### config.mk
export PLATFORM = sky130hd
export DESIGN_NAME = fifo_rd_ptr_ctrl
export DESIGN_NICKNAME = d
export VERILOG_FILES = /design/src/rtl/fifo_pkg.sv /design/src/rtl/gray2bin_conv.sv /design/src/rtl/fifo_rd_ptr_ctrl.sv
export SDC_FILE = /design/constraint.sdc
export NUM_CORES = 1
export LEC_CHECK = 0
export CORE_ASPECT_RATIO = 1.1
export CORE_MARGIN = 2
export CORE_UTILIZATION = 45
export DETAILED_ROUTE_END_ITERATION = 8
export GPL_ROUTABILITY_DRIVEN = 1
export GPL_TIMING_DRIVEN = 1
export HOLD_SLACK_MARGIN = 0.08
export MAX_ROUTING_LAYER = met4
export PLACE_DENSITY = 0.82
export SLEW_MARGIN = 40
export SYNTH_ARGS = -nofsm -noshare
export SYNTH_HDL_FRONTEND = slang
export SYNTH_SLANG_ARGS = --single-unit
### constraint.sdc
create_clock -name R_CLK -period 5.4 [get_ports R_CLK]
set_input_delay 1.08 -clock R_CLK [delete_from_list [all_inputs] [get_ports R_CLK]]
set_output_delay 1.08 -clock R_CLK [all_outputs]
set_load 0.005 [all_outputs]
### src/rtl/fifo_pkg.sv
// Shared definitions for the async FIFO pointer controllers: default geometry,
// underflow counter width and Gray/binary conversion helpers.
package fifo_pkg;

    localparam int unsigned ADDR_WIDTH_DEF    = 3;
    localparam int unsigned AEMPTY_THRESH_DEF = 1;
    localparam int unsigned UNDF_CNT_W        = 8;

    function automatic logic [31:0] bin2gray(input logic [31:0] b);
        return b ^ (b >> 1);
    endfunction

    function automatic logic [31:0] gray2bin(input logic [31:0] g);
        logic [31:0] b;
        b = '0;
        for (int unsigned i = 0; i < 32; i++) begin
            b[i] = ^(g >> i);
        end
        return b;
    endfunction

endpackage

### src/rtl/gray2bin_conv.sv
// Parametrised combinational Gray-to-binary converter, shared by the read-
// and write-side FIFO pointer controllers.
module gray2bin_conv #(
    parameter int unsigned W = 4
) (
    input  logic [W-1:0] gray_i,
    output logic [W-1:0] bin_o
);

    // Each binary bit is the XOR of all Gray bits at or above its position.
    always_comb begin
        bin_o = '0;
        for (int unsigned i = 0; i < W; i++) begin
            bin_o[i] = ^(gray_i >> i);
        end
    end

endmodule

### src/rtl/fifo_rd_ptr_ctrl.sv
// Read-side pointer controller for the async FIFO: Gray read pointer, look-ahead
// empty, almost-empty and fill level. Underflow monitor under FIFO_RD_UNDERFLOW_EN.
module fifo_rd_ptr_ctrl
    import fifo_pkg::*;
#(
    parameter int unsigned ADDR_WIDTH    = ADDR_WIDTH_DEF,
    parameter int unsigned AEMPTY_THRESH = AEMPTY_THRESH_DEF
) (
    input  logic                  R_CLK,
    input  logic                  R_RST,
    input  logic                  rinc,
    input  logic [ADDR_WIDTH:0]   rq2_wptr,
    input  logic                  undf_clr,
    output logic [ADDR_WIDTH-1:0] raddr,
    output logic [ADDR_WIDTH:0]   rptr,
    output logic                  rempty,
    output logic                  raempty,
    output logic [ADDR_WIDTH:0]   rlevel,
    output logic                  rundf,
    output logic [UNDF_CNT_W-1:0] rundf_cnt
);

    localparam int unsigned   PW     = ADDR_WIDTH + 1;
    localparam logic [PW-1:0] THRESH = PW'(AEMPTY_THRESH);

    logic [PW-1:0] rbin_q, rbin_d;
    logic [PW-1:0] rptr_q, rgray_d;
    logic [PW-1:0] rlevel_q, level_d;
    logic          rempty_q, raempty_q;
    logic [PW-1:0] wbin;
    logic          rd_ok;

    gray2bin_conv #(.W(PW)) u_wptr_g2b (
        .gray_i (rq2_wptr),
        .bin_o  (wbin)
    );

    // Level is taken against the post-read pointer so a read and a write
    // landing on the same edge leave the level unchanged.
    always_comb begin
        rd_ok   = rinc & ~rempty_q;
        rbin_d  = rbin_q + {{ADDR_WIDTH{1'b0}}, rd_ok};
        rgray_d = PW'(bin2gray(32'(rbin_d)));
        level_d = wbin - rbin_d;
    end

    always_ff @(posedge R_CLK or posedge R_RST) begin
        if (R_RST) begin
            rbin_q    <= '0;
            rptr_q    <= '0;
            rempty_q  <= 1'b1;
            raempty_q <= 1'b1;
            rlevel_q  <= '0;
        end else begin
            rbin_q    <= rbin_d;
            rptr_q    <= rgray_d;
            rempty_q  <= (rgray_d == rq2_wptr);
            raempty_q <= (level_d <= THRESH);
            rlevel_q  <= level_d;
        end
    end

    assign raddr   = rbin_q[ADDR_WIDTH-1:0];
    assign rptr    = rptr_q;
    assign rempty  = rempty_q;
    assign raempty = raempty_q;
    assign rlevel  = rlevel_q;

`ifdef FIFO_RD_UNDERFLOW_EN
    logic                  undf_ev;
    logic                  rundf_q, rundf_d;
    logic [UNDF_CNT_W-1:0] ucnt_q, ucnt_d;

    // Clear has priority over a coincident underflow event.
    always_comb begin
        undf_ev = rinc & rempty_q;
        rundf_d = rundf_q;
        ucnt_d  = ucnt_q;
        if (undf_clr) begin
            rundf_d = 1'b0;
            ucnt_d  = '0;
        end else if (undf_ev) begin
            rundf_d = 1'b1;
            if (ucnt_q != '1) begin
                ucnt_d = ucnt_q + 1'b1;
            end
        end
    end

    always_ff @(posedge R_CLK or posedge R_RST) begin
        if (R_RST) begin
            rundf_q <= 1'b0;
            ucnt_q  <= '0;
        end else begin
            rundf_q <= rundf_d;
            ucnt_q  <= ucnt_d;
        end
    end

    assign rundf     = rundf_q;
    assign rundf_cnt = ucnt_q;
`else
    logic unused_undf_clr;
    assign unused_undf_clr = undf_clr;
    assign rundf           = 1'b0;
    assign rundf_cnt       = '0;
`endif

endmodule
# Word level (Yosys, flattened, before mapping)

Index checks and enable logic that the tools add are counted.

Output and inout port bits: 22
Logic and storage cells: 16
Bits in registers: 14
Input bits: 8

Eq/ne operators: 1
Bitwise gates (word level): 3
$add $sub $neg: 2
$lt $le $gt $ge: 1
Reductions and logical operators: 4

Operators by type and width:

| kind                                                            | number |
|---|---|
| XOR reduction 4 bit                                             | 4 |
| adder 4 x 1 -> 4 bit                                            | 1 |
| == test 4 bit                                                   | 1 |
| less-or-equal comparator 4 x 1 -> 1 bit (second input constant) | 1 |
| subtractor 4 bit                                                | 1 |
| bitwise XOR 4 x 3 -> 4 bit                                      | 1 |
| AND 1 bit                                                       | 1 |
| NOT 1 bit                                                       | 1 |

# Depth between registers and ports, before layout

Depth in word-level cells: 5
Mapped depth: 9
Gate-level depth less buffers: 9

# Hierarchy

Synthesis repeated with hierarchy kept, for this count alone.

Cell total of the unflattened synthesis: 75
Area total of the unflattened synthesis: 807.0 um^2

By module, submodules not included:

| module           | area an instance (um^2) | instances | sequential area each (um^2) | cells each |
|---|---|---|---|---|
| fifo_rd_ptr_ctrl | 757.0                   | 1         | 327.8                       | 70 |
| gray2bin_conv    | 50.0                    | 1         | 0.0                         | 5 |

# Least setup slack after synthesis

No wires, ideal clock.

Path kind: input-to-reg
Start: input rinc
End: register rlevel_q[3] (netlist: rlevel[3])
Data required time: 5.276 ns
Slack: 2.366 ns
Cell stages on the path: 9
Library setup time: 0.124 ns
Arrival: 2.909 ns
Path buffers: 0
Cell sequence: nor2b_1 > ha_1 > ha_1 > xnor2_1 > ha_1 > inv_1 > a2111o_1 > and4_4 > or2_1

Longest elaborated chain between the ends: 3

Ends and longest elaborated chain:

| element              | line                   | text |
|---|---|---|
| from (decl)          | fifo_rd_ptr_ctrl.sv:11 | `input logic rinc,` |
| AND 1 bit            | fifo_rd_ptr_ctrl.sv:41 | `rd_ok = rinc & ~rempty_q;` |
| adder 4 x 1 -> 4 bit | fifo_rd_ptr_ctrl.sv:42 | `rbin_d = rbin_q + {{ADDR_WIDTH{1'b0}}, rd_ok};` |
| subtractor 4 bit     | fifo_rd_ptr_ctrl.sv:44 | `level_d = wbin - rbin_d;` |
| via level_d[3]       | fifo_rd_ptr_ctrl.sv:28 | `logic [PW-1:0] rlevel_q, level_d;` |
| to (signal assigned) | fifo_rd_ptr_ctrl.sv:59 | `rlevel_q <= level_d;` |
| to (decl)            | fifo_rd_ptr_ctrl.sv:28 |  |

The timed path passes the listed nets, and every way through them passes these cells.

# Worst setup path in the final report

Same ends and word-level chain as after synthesis.

==> flow_metrics.env <==
export IMPL_skew_ns=0.00292
export IMPL_final_common_cell="clkdlybuf4s50_1"
export IMPL_fmax_mhz=301
export IMPL_setup_violations=0
export IMPL_drc_errors=0
export IMPL_wirelength_um=1280
export IMPL_dr_pass1_iters=4
export IMPL_ant_nets=0
export IMPL_setup_ws_ns=2.07
export IMPL_ys_types=24
export IMPL_clk_latency_ns=0.28
export IMPL_rrSetupSlack_ns=2.83
export IMPL_drt_iter0_drc=7
export IMPL_dieArea_um2=2040
export IMPL_leakagePower_uw=0.000430
export IMPL_crit_path_max_incr_delay_ns=0.41
export IMPL_yosys_area_top_type_share=0.362
export IMPL_syn_avg_cell_area_um2=11.4
export IMPL_cts_resized=0
export IMPL_gp_congestion=0.775
export IMPL_numCtsBuffers=3
export IMPL_rows=15
export IMPL_setup_tns_ns=0
export IMPL_critPathKind="input port to flop"
export IMPL_layout_nets=102
export IMPL_die_h_um=47.1
export IMPL_syn_inst=67
export IMPL_core_area_um2=1580
export IMPL_crit_chain="clkdlybuf4s50_1, nor2b_1, ha_1, ha_1, xnor2_1, ha_1, inv_1, a2111o_1, and4_4, or2_1"
export IMPL_post_route_util=0.606
export IMPL_start_util=0.483
export IMPL_yosys_register_bits=13
export IMPL_power_density_nw_per_um2=646
export IMPL_ys_warn_count=0
export IMPL_root_buffer="clkbuf_4"
export IMPL_areaGrowthSynthToFinish_pct=25.7
export IMPL_grt_use_total=0.162
export IMPL_required_ns=5.57
export IMPL_crit_top_cell="ha_1"
export IMPL_rsz0062_at_grt="no"
export IMPL_dpl_worst_slack_ns=1.80
export IMPL_grt_pass1_wl_um=2190
export IMPL_cp_slowest_cell="a2111o_1"
export IMPL_status="complete, no violations"
export IMPL_synth_area_leader_cell="dfrtp_1"
export IMPL_grt_max_degree=14
export IMPL_layout_drive_gt1_share=0.0795
export IMPL_grt_overflow=0
export IMPL_via_count=532
export IMPL_postLayoutCellArea_um2=956
export IMPL_min_period_over_period=0.616
export IMPL_finalCriticalPeriod_ns=3.33
export IMPL_synth_area_um2=761
export IMPL_synthTopCellsByArea="dfrtp_1 36%, xnor2_1 15%, buf_4 8.9%, ha_1 8.2%, dfstp_2 6.9%"
export IMPL_hold_viol_final=0
export IMPL_postCtsSetupBuffers=0
export IMPL_postPlaceCellArea_um2=930
export IMPL_htreeDepth=1
export IMPL_arrival_ns=3.49
export IMPL_cp_end_kind="flop"
export IMPL_drt_wirelength_per_cell_um=12.2
export IMPL_hp_class="flop to flop"
export IMPL_crit_path_start_kind="input port"
export IMPL_die_w_um=43.2
export IMPL_yosysSeqAreaShare=0.431
export IMPL_vias_per_cell=5.07
export IMPL_cts_tree="done"
export IMPL_clkTransAtPathRegs_ns=0.08
export IMPL_pin_count=30
export IMPL_diodes=0
export IMPL_final_cell_mix="19 x clkdlybuf4s50_1, 13 x xnor2_1, 11 x dfrtp_1, 9 x conb_1, 7 x inv_1"
export IMPL_whs_ns=0.582
export IMPL_ir_drop_v=0.000239
export IMPL_critPathBufInv=2
export IMPL_cts_hold_buffers=0
export IMPL_cts_max_path_buffers=2
export IMPL_report_final_slew_viol_count=0
export IMPL_cap_violations=0
export IMPL_port_buffers=19
export IMPL_antenna_found_initial=0
export IMPL_grt_pass1_vias=495
export IMPL_cp_top_family="adder cells"
export IMPL_path_max_fanout=4
export IMPL_place_hpwl_um=1040
export IMPL_clkSinkCount=13
-- area by class of cell --
type	count	area, µm²
fillers	136	621
multi-input cells	45	364
flip-flops and latches	13	328
repair buffers	19	190
clock buffers	4	26.3
inverters	7	26.3
well taps	17	21.3
-- final timing paths --
path                            cells past startpoint       from         to
min in group asynchronous                           2      R_RST    rptr[1]
max in group asynchronous                           2      R_RST     rempty
worst min-delay path                                1  rbin_q[3]  rbin_q[3]
worst max-delay path                               10       rinc  rlevel[3]
worst min register to register                      1  rbin_q[3]  rbin_q[3]
worst max register to register                      9     rempty  rlevel[3]
-- routing by layer --
layer	track usage	wire [µm]	vias to the layer above
met4	0.139	42	0
met1	0.173	487	254
met3	0.0269	89	5
li1	-	-	246
met5	-	0	-
met2	0.266	663	27
-- metrics by stage --
stage / total power, µW / cells
3_5_place_dp: 563 / 101
4_1_cts: 625 / 105
5_1_grt: 673 / 105
3_3_place_gp: 546 / 101
2_1_floorplan: 427 / 75
6_report: 618 / 105
-- worst register-to-register path: stages (launching register included) --
cell and delay [ns]:
dfstp_2 0.53, nor2b_1 0.04, ha_1 0.20, ha_1 0.23, xnor2_1 0.34, ha_1 0.27, inv_1 0.05, a2111o_1 0.41
and4_4 0.18, or2_1 0.20
-- synthesized netlist by cell type --
library cell	instances
nand3_1	1
a21oi_1	1
dfstp_2	2
dfrtp_1	11
o2111ai_1	1
a21boi_0	1
nand2_1	1
a2111o_1	1
conb_1	1
xor3_1	1
buf_4	9
buf_2	1
and4_4	1
nor4_2	1
inv_1	7
nand2b_1	1
nor2b_1	1
xnor2_1	13
or2_1	1
ha_1	5
and3_1	1
a31oi_1	2
xor2_1	2
mux2i_1	1
-- logic make-up (layout without fill, tap and decap cells) --
group | count (synthesis) | count (layout) | share of synthesized area
other cells | 1 | 9 | 0.00493
mux | 1 | 1 | 0.0132
xor+xnor | 16 | 16 | 0.204
simple gates | 8 | 8 | 0.0757
flops | 13 | 13 | 0.431
fa+ha+maj | 5 | 5 | 0.0822
buf+inv | 17 | 30 | 0.130
compound gates | 6 | 6 | 0.0592
-- power by group --
group          internal [µW]  switching (µW)
registers                151            24.6
clock network           28.7            31.7
logic                    209             172
-- sequential cells by signal, summed over array words and instances (netlist names) --
name     count
rbin_q       4
rlevel       4
rptr         3
raempty      1
rempty       1
Note: power is estimated with default switching activity, not from simulation.
==> variant 1 (same flow settings) <==
Build with the macro `FIFO_RD_UNDERFLOW_EN` defined.
--- a/src/rtl/fifo_rd_ptr_ctrl.sv
+++ b/src/rtl/fifo_rd_ptr_ctrl.sv
@@ -1,5 +1,7 @@
 // Read-side pointer controller for the async FIFO: Gray read pointer, look-ahead
 // empty, almost-empty and fill level. Underflow monitor under FIFO_RD_UNDERFLOW_EN.
+`define FIFO_RD_UNDERFLOW_EN
+
 module fifo_rd_ptr_ctrl
     import fifo_pkg::*;
 #(
Function: changed (a bounded check fails within 4 cycles, from zero or initial values and one cycle with R_RST high).
==> variant 1 against the original RTL <==
Worst setup slack better by 0.10 ns; first-iteration DRC count stayed put; routed wire length rose by 60%; sequential cell count is 9 higher; highest routed layer unchanged; count of clock-buffer cells in the layout unchanged; area after synthesis up 50%; total power grew 28%; cell area increased by 57%.
==> variant 1: results (changes against the original RTL) <==
.. list-table::
   :header-rows: 1

   * - Metric
     - Value
   * - Status
     - complete, no violations (unchanged)
   * - Static Leakage
     - 0.0006134 uW (was 0.0004301 uW)
   * - Combinational Power
     - 443 uW (was 381 uW)
   * - Per-cell routed wire length
     - 12.49 um (was 12.21 um)
   * - FILL cells
     - 226 (was 136)
   * - Yosys Warn Count
     - 0 (unchanged)
   * - Clock skew after layout
     - 0.004233 ns (was 0.002916 ns)
   * - Post-DP HPWL
     - 1.661 mm (was 1.044 mm)
   * - Maximum number of pins on one net before global-route repair
     - 23 (was 14)
   * - Count of port buffers added during placement
     - 29 (was 19)
   * - Cell at the slowest stage of the critical path
     - sky130_fd_sc_hd__clkdlybuf4s50_1 (was sky130_fd_sc_hd__a2111o_1)
   * - Number of vias per cell after detailed routing
     - 5.152 (was 5.067)
   * - Cell types occupying the most area after synthesis
     - sky130_fd_sc_hd__dfrtp_1 (44%), sky130_fd_sc_hd__xnor2_1 (10%), sky130_fd_sc_hd__ha_1 (5.5%) (was sky130_fd_sc_hd__dfrtp_1 (36%), sky130_fd_sc_hd__xnor2_1 (15%), sky130_fd_sc_hd__buf_4 (8.9%))
   * - IR drop worst, VDD
     - 0.4030 mV (was 0.2394 mV)
   * - Crit path arrival time
     - 3.44 ns (was 3.49 ns)
   * - GR Layer Usage met2
     - 0.3092 (was 0.2657)
   * - Proportion of power drawn by combinational gates
     - 0.560 (was 0.617)
   * - Top cell types by occurrence after synthesis
     - sky130_fd_sc_hd__dfrtp_1 (20), sky130_fd_sc_hd__xnor2_1 (13), sky130_fd_sc_hd__nor2_1 (11), sky130_fd_sc_hd__nand3_1 (7) (was sky130_fd_sc_hd__xnor2_1 (13), sky130_fd_sc_hd__dfrtp_1 (11), sky130_fd_sc_hd__buf_4 (9), sky130_fd_sc_hd__inv_1 (7), sky130_fd_sc_hd__ha_1 (5))
   * - Power dissipated by switching net loads
     - 274.8 uW (was 228.7 uW)
   * - Cell area after placement
     - 1469 um^2 (was 929.6 um^2)
   * - Fraction of final layout cells with drive strength greater than 1
     - 0.09023 (was 0.07955)
   * - Yosys cell types
     - 32 (was 24)
   * - Net count of the finished layout
     - 148 (was 102)
   * - Portion of the post-synthesis area used by sequential elements
     - 0.4836 (was 0.4309)
   * - Max reg flops
     - 8
   * - Origin of the worst setup path
     - rq2_wptr[3] (was rinc)
   * - Routed met3 length
     - 95 um (was 89 um)
   * - Clock-pin transition on the worst setup and hold timing paths
     - 0.11 ns (was 0.08 ns)
   * - Met3 track demand over resource in global routing
     - 0.02394 (was 0.02692)
   * - First-pass GRT wire length
     - 3.657 mm (was 2.194 mm)
   * - Sum of met2 wire segment lengths after detailed routing
     - 1.109 mm (was 663 um)
   * - GPL Wtd Cong
     - 0.8077 (was 0.7749)
   * - Vias in the first global route
     - 889 (was 495)
   * - Met1 Use GR
     - 0.1776 (was 0.1727)
-- variant 1: area by class of cell --
class | instances | share of cell area
Clock buffer | 4 | 0.02411
Inverter | 5 | 0.01247
Tap cell | 31 | 0.02577
Timing Repair Buffer | 29 | 0.1929
Sequential cell | 22 | 0.3674
Multi-Input combinational cell | 73 | 0.3774
-- variant 1: cell families (layout without fill, tap and decap cells) --
logic type,Yosys count,after routing,share of synthesized area
buffers and inverters,6,38,0.01968
XOR/XNOR,20,20,0.1762
adder cells (fa/ha/maj),7,7,0.08096
AO/OA/AOI/OAI,10,10,0.06675
multiplexers,3,3,0.02626
flip-flops,22,22,0.4836
AND/OR/NAND/NOR,33,33,0.1466
-- variant 1: worst paths after layout --
path | to | slack [ns] | cells past startpoint
worst max-delay path | raempty$_DFF_PP1_ | 2.18 | 9
worst min-delay path | rundf$_DFFE_PP0P_ | 0.54 | 2
worst max register to register | raempty$_DFF_PP1_ | 3.04 | 7
worst min register to register | rundf$_DFFE_PP0P_ | 0.54 | 2
max in group asynchronous | rempty$_DFF_PP1_ | 3.97 | 2
min in group asynchronous | rundf_cnt[6]$_DFFE_PP0P_ | 1.09 | 2
-- variant 1: metrics by stage --
stage	std cells	utilization	setup WS [ns]
final	164	0.6147	2.178
after global routing	164	0.6147	2.036
after CTS	164	0.6147	2.169
after detailed placement	160	0.5999	1.855
after global placement	160	0.5999	1.894
after floorplan	101	-	2.528
-- variant 1: worst max-delay path, delay by kind of cell --
family                   cells  cell delay [ns]
AO/OA/AOI/OAI                1             0.11
adder cells (fa/ha/maj)      2             0.62
AND/OR/NAND/NOR              1             0.30
buffers and inverters        2             0.54
XOR/XNOR                     3             0.79
==> variant 2 (config.mk and constraints unchanged) <==
Without the edit above. Put one more register stage on the output `rlevel`, cleared by the reset. The value now appears one clock later. The other outputs are not delayed to match.
--- a/src/rtl/fifo_rd_ptr_ctrl.sv
+++ b/src/rtl/fifo_rd_ptr_ctrl.sv
@@ -64,7 +64,13 @@
     assign rptr    = rptr_q;
     assign rempty  = rempty_q;
     assign raempty = raempty_q;
-    assign rlevel  = rlevel_q;
+    always_ff @(posedge R_CLK or posedge R_RST) begin
+        if (R_RST) begin
+            rlevel <= '0;
+        end else begin
+            rlevel <= rlevel_q;
+        end
+    end
 
 `ifdef FIFO_RD_UNDERFLOW_EN
     logic                  undf_ev;
Behaviour: not the same (Yosys sat finds a counterexample within 4 cycles, from zero or initial values and one cycle with R_RST high).
==> variant 2 against the original RTL <==
Count of clock-buffer cells in the layout fell by 1; cell area is 11% higher; sequential share of layout area increased by 6.1 points; worst setup slack got worse by 0.055 ns; via count up 1.1%; hold slack got worse by 0.22 ns; area after synthesis up 13%; sequential cell count increased by 4; total power rose by 8.4%; non-clock buffer count stayed put; utilization decreased by 1.9 points; routed wire length up 2.7%.
==> variant 2: results (changes against the original RTL) <==
.. list-table::
   :header-rows: 1

   * - Metric
     - Value
   * - Status
     - complete, no violations (unchanged)
   * - Global-route usage over all layers
     - 0.1420 (was 0.1623)
   * - Static Leakage
     - 0.0004797 uW (was 0.0004301 uW)
   * - Portion of the post-synthesis area used by sequential elements
     - 0.4971 (was 0.4309)
   * - Per-cell routed wire length
     - 11.96 um (was 12.21 um)
   * - GR Layer Usage met2
     - 0.2136 (was 0.2657)
   * - Net count of the finished layout
     - 106 (was 102)
   * - Buffer count from post-CTS setup fixing
     - 0 (unchanged)
   * - Initial DRT Pass Iterations
     - 2 (was 4)
   * - First DRT Iteration DRCs
     - 3 (was 7)
   * - Slack of the worst reg-to-reg path
     - 2.76 ns (was 2.83 ns)
   * - Adder and majority cell fraction of the synthesized area
     - 0.07267 (was 0.08224)
   * - Fraction of final layout cells with drive strength greater than 1
     - 0.08696 (was 0.07955)
   * - Endpoint of the worst setup timing path
     - rlevel_q[3]$_DFF_PP0_ (was rlevel[3]$_DFF_PP0_)
   * - First-pass GRT wire length
     - 2.214 mm (was 2.194 mm)
   * - Top cell types by occurrence after synthesis
     - sky130_fd_sc_hd__dfrtp_1 (15), sky130_fd_sc_hd__xnor2_1 (13), sky130_fd_sc_hd__buf_4 (9), sky130_fd_sc_hd__inv_1 (7), sky130_fd_sc_hd__ha_1 (5) (was sky130_fd_sc_hd__xnor2_1 (13), sky130_fd_sc_hd__dfrtp_1 (11), sky130_fd_sc_hd__buf_4 (9), sky130_fd_sc_hd__inv_1 (7), sky130_fd_sc_hd__ha_1 (5))
   * - Cell types occupying the most area after synthesis
     - sky130_fd_sc_hd__dfrtp_1 (44%), sky130_fd_sc_hd__xnor2_1 (13%), sky130_fd_sc_hd__buf_4 (7.8%) (was sky130_fd_sc_hd__dfrtp_1 (36%), sky130_fd_sc_hd__xnor2_1 (15%), sky130_fd_sc_hd__buf_4 (8.9%))
   * - Clock skew after layout
     - 0.004997 ns (was 0.002916 ns)
   * - Cells on Worst Hold Path
     - 0 (was 1)
   * - FILL cells
     - 150 (was 136)
   * - Met1 Use GR
     - 0.1585 (was 0.1727)
   * - IR drop worst, VDD
     - 0.2421 mV (was 0.2394 mV)
   * - Cell at the slowest stage of the critical path
     - sky130_fd_sc_hd__a2111o_1 (unchanged)
   * - Post-synthesis mux area share
     - 0.01163 (was 0.01316)
   * - Vias
     - 538 (was 532)
   * - Clock-pin transition on the worst setup and hold timing paths
     - 0.10 ns (was 0.08 ns)
   * - Maximum number of pins on one net before global-route repair
     - 18 (was 14)
   * - GPL Wtd Cong
     - 0.8117 (was 0.7749)
   * - Post-DP HPWL
     - 1.029 mm (was 1.044 mm)
-- variant 2: changes by cell type in the layout (fill, tap and decap cells not counted) --
cell and delta:
sky130_fd_sc_hd__clkinv_2 +1, sky130_fd_sc_hd__dfrtp_1 +4, sky130_fd_sc_hd__clkbuf_1 -1
-- variant 2: power breakdown --
group | switching, uW | internal (uW)
Sequential | 28.1 | 196
Combinational | 170 | 210
Clock | 37.9 | 27.5
Total | 237 | 433
-- variant 2: kinds of logic (layout without fill, tap and decap cells) --
| family | after synthesis | in the layout |
|---|---|---|
| mux | 1 | 1 |
| xor+xnor | 16 | 16 |
| compound gates | 6 | 6 |
| flops | 17 | 17 |
| other cells | 1 | 9 |
| buf+inv | 17 | 30 |
| simple gates | 8 | 8 |
| fa+ha+maj | 5 | 5 |
-- variant 2: layout make-up --
class	count	area, um^2	share of cell area
clock inverter	1	5.005	0.004728
clock buffer	3	22.52	0.02128
timing repair buffer	19	190.2	0.1797
multi-input combinational	45	364.1	0.3440
tap	18	22.52	0.02128
inverter	7	26.28	0.02482
sequential	17	427.9	0.4043
-- variant 2: worst min path at each step --
stage	slack [ns]	start	endpoint
after global routing	0.37	rlevel_q[1]$_DFF_PP0_	rlevel[1]$_DFF_PP0_
after floorplan	0.33	rlevel_q[0]$_DFF_PP0_	rlevel[0]$_DFF_PP0_
after detailed placement	0.33	rlevel_q[1]$_DFF_PP0_	rlevel[1]$_DFF_PP0_
after global placement	0.33	rlevel_q[0]$_DFF_PP0_	rlevel[0]$_DFF_PP0_
after CTS	0.36	rlevel_q[1]$_DFF_PP0_	rlevel[1]$_DFF_PP0_
final	0.36	rlevel_q[1]$_DFF_PP0_	rlevel[1]$_DFF_PP0_
-- variant 2: worst reg2reg max path: cells and delay by family, from the launching register on --
kind	cells	cell delay, ns
fa+ha+maj	3	0.72
flops	1	0.54
simple gates	3	0.42
compound gates	1	0.41
xor+xnor	1	0.38
buf+inv	1	0.07
-- variant 2: routing by layer --
layer / up-vias / part of all wire
li1: 257 / -
met1: 255 / 0.42
met2: 23 / 0.51
met3: 3 / 0.052
met4: 0 / 0.011
met5: - / 0
-- variant 2: metrics by stage --
stage               hold WS [ns]  setup slack, ns  cells    util  area (um^2)
floorplan                 0.3312            2.366     79       -        890.9
global placement          0.3312            1.814    106  0.5722         1031
detailed placement        0.3347            1.734    106  0.5722         1031
CTS                       0.3565            2.032    110  0.5875         1059
global route              0.3722            1.905    110  0.5875         1059
finish                    0.3571            2.019    110  0.5875         1059
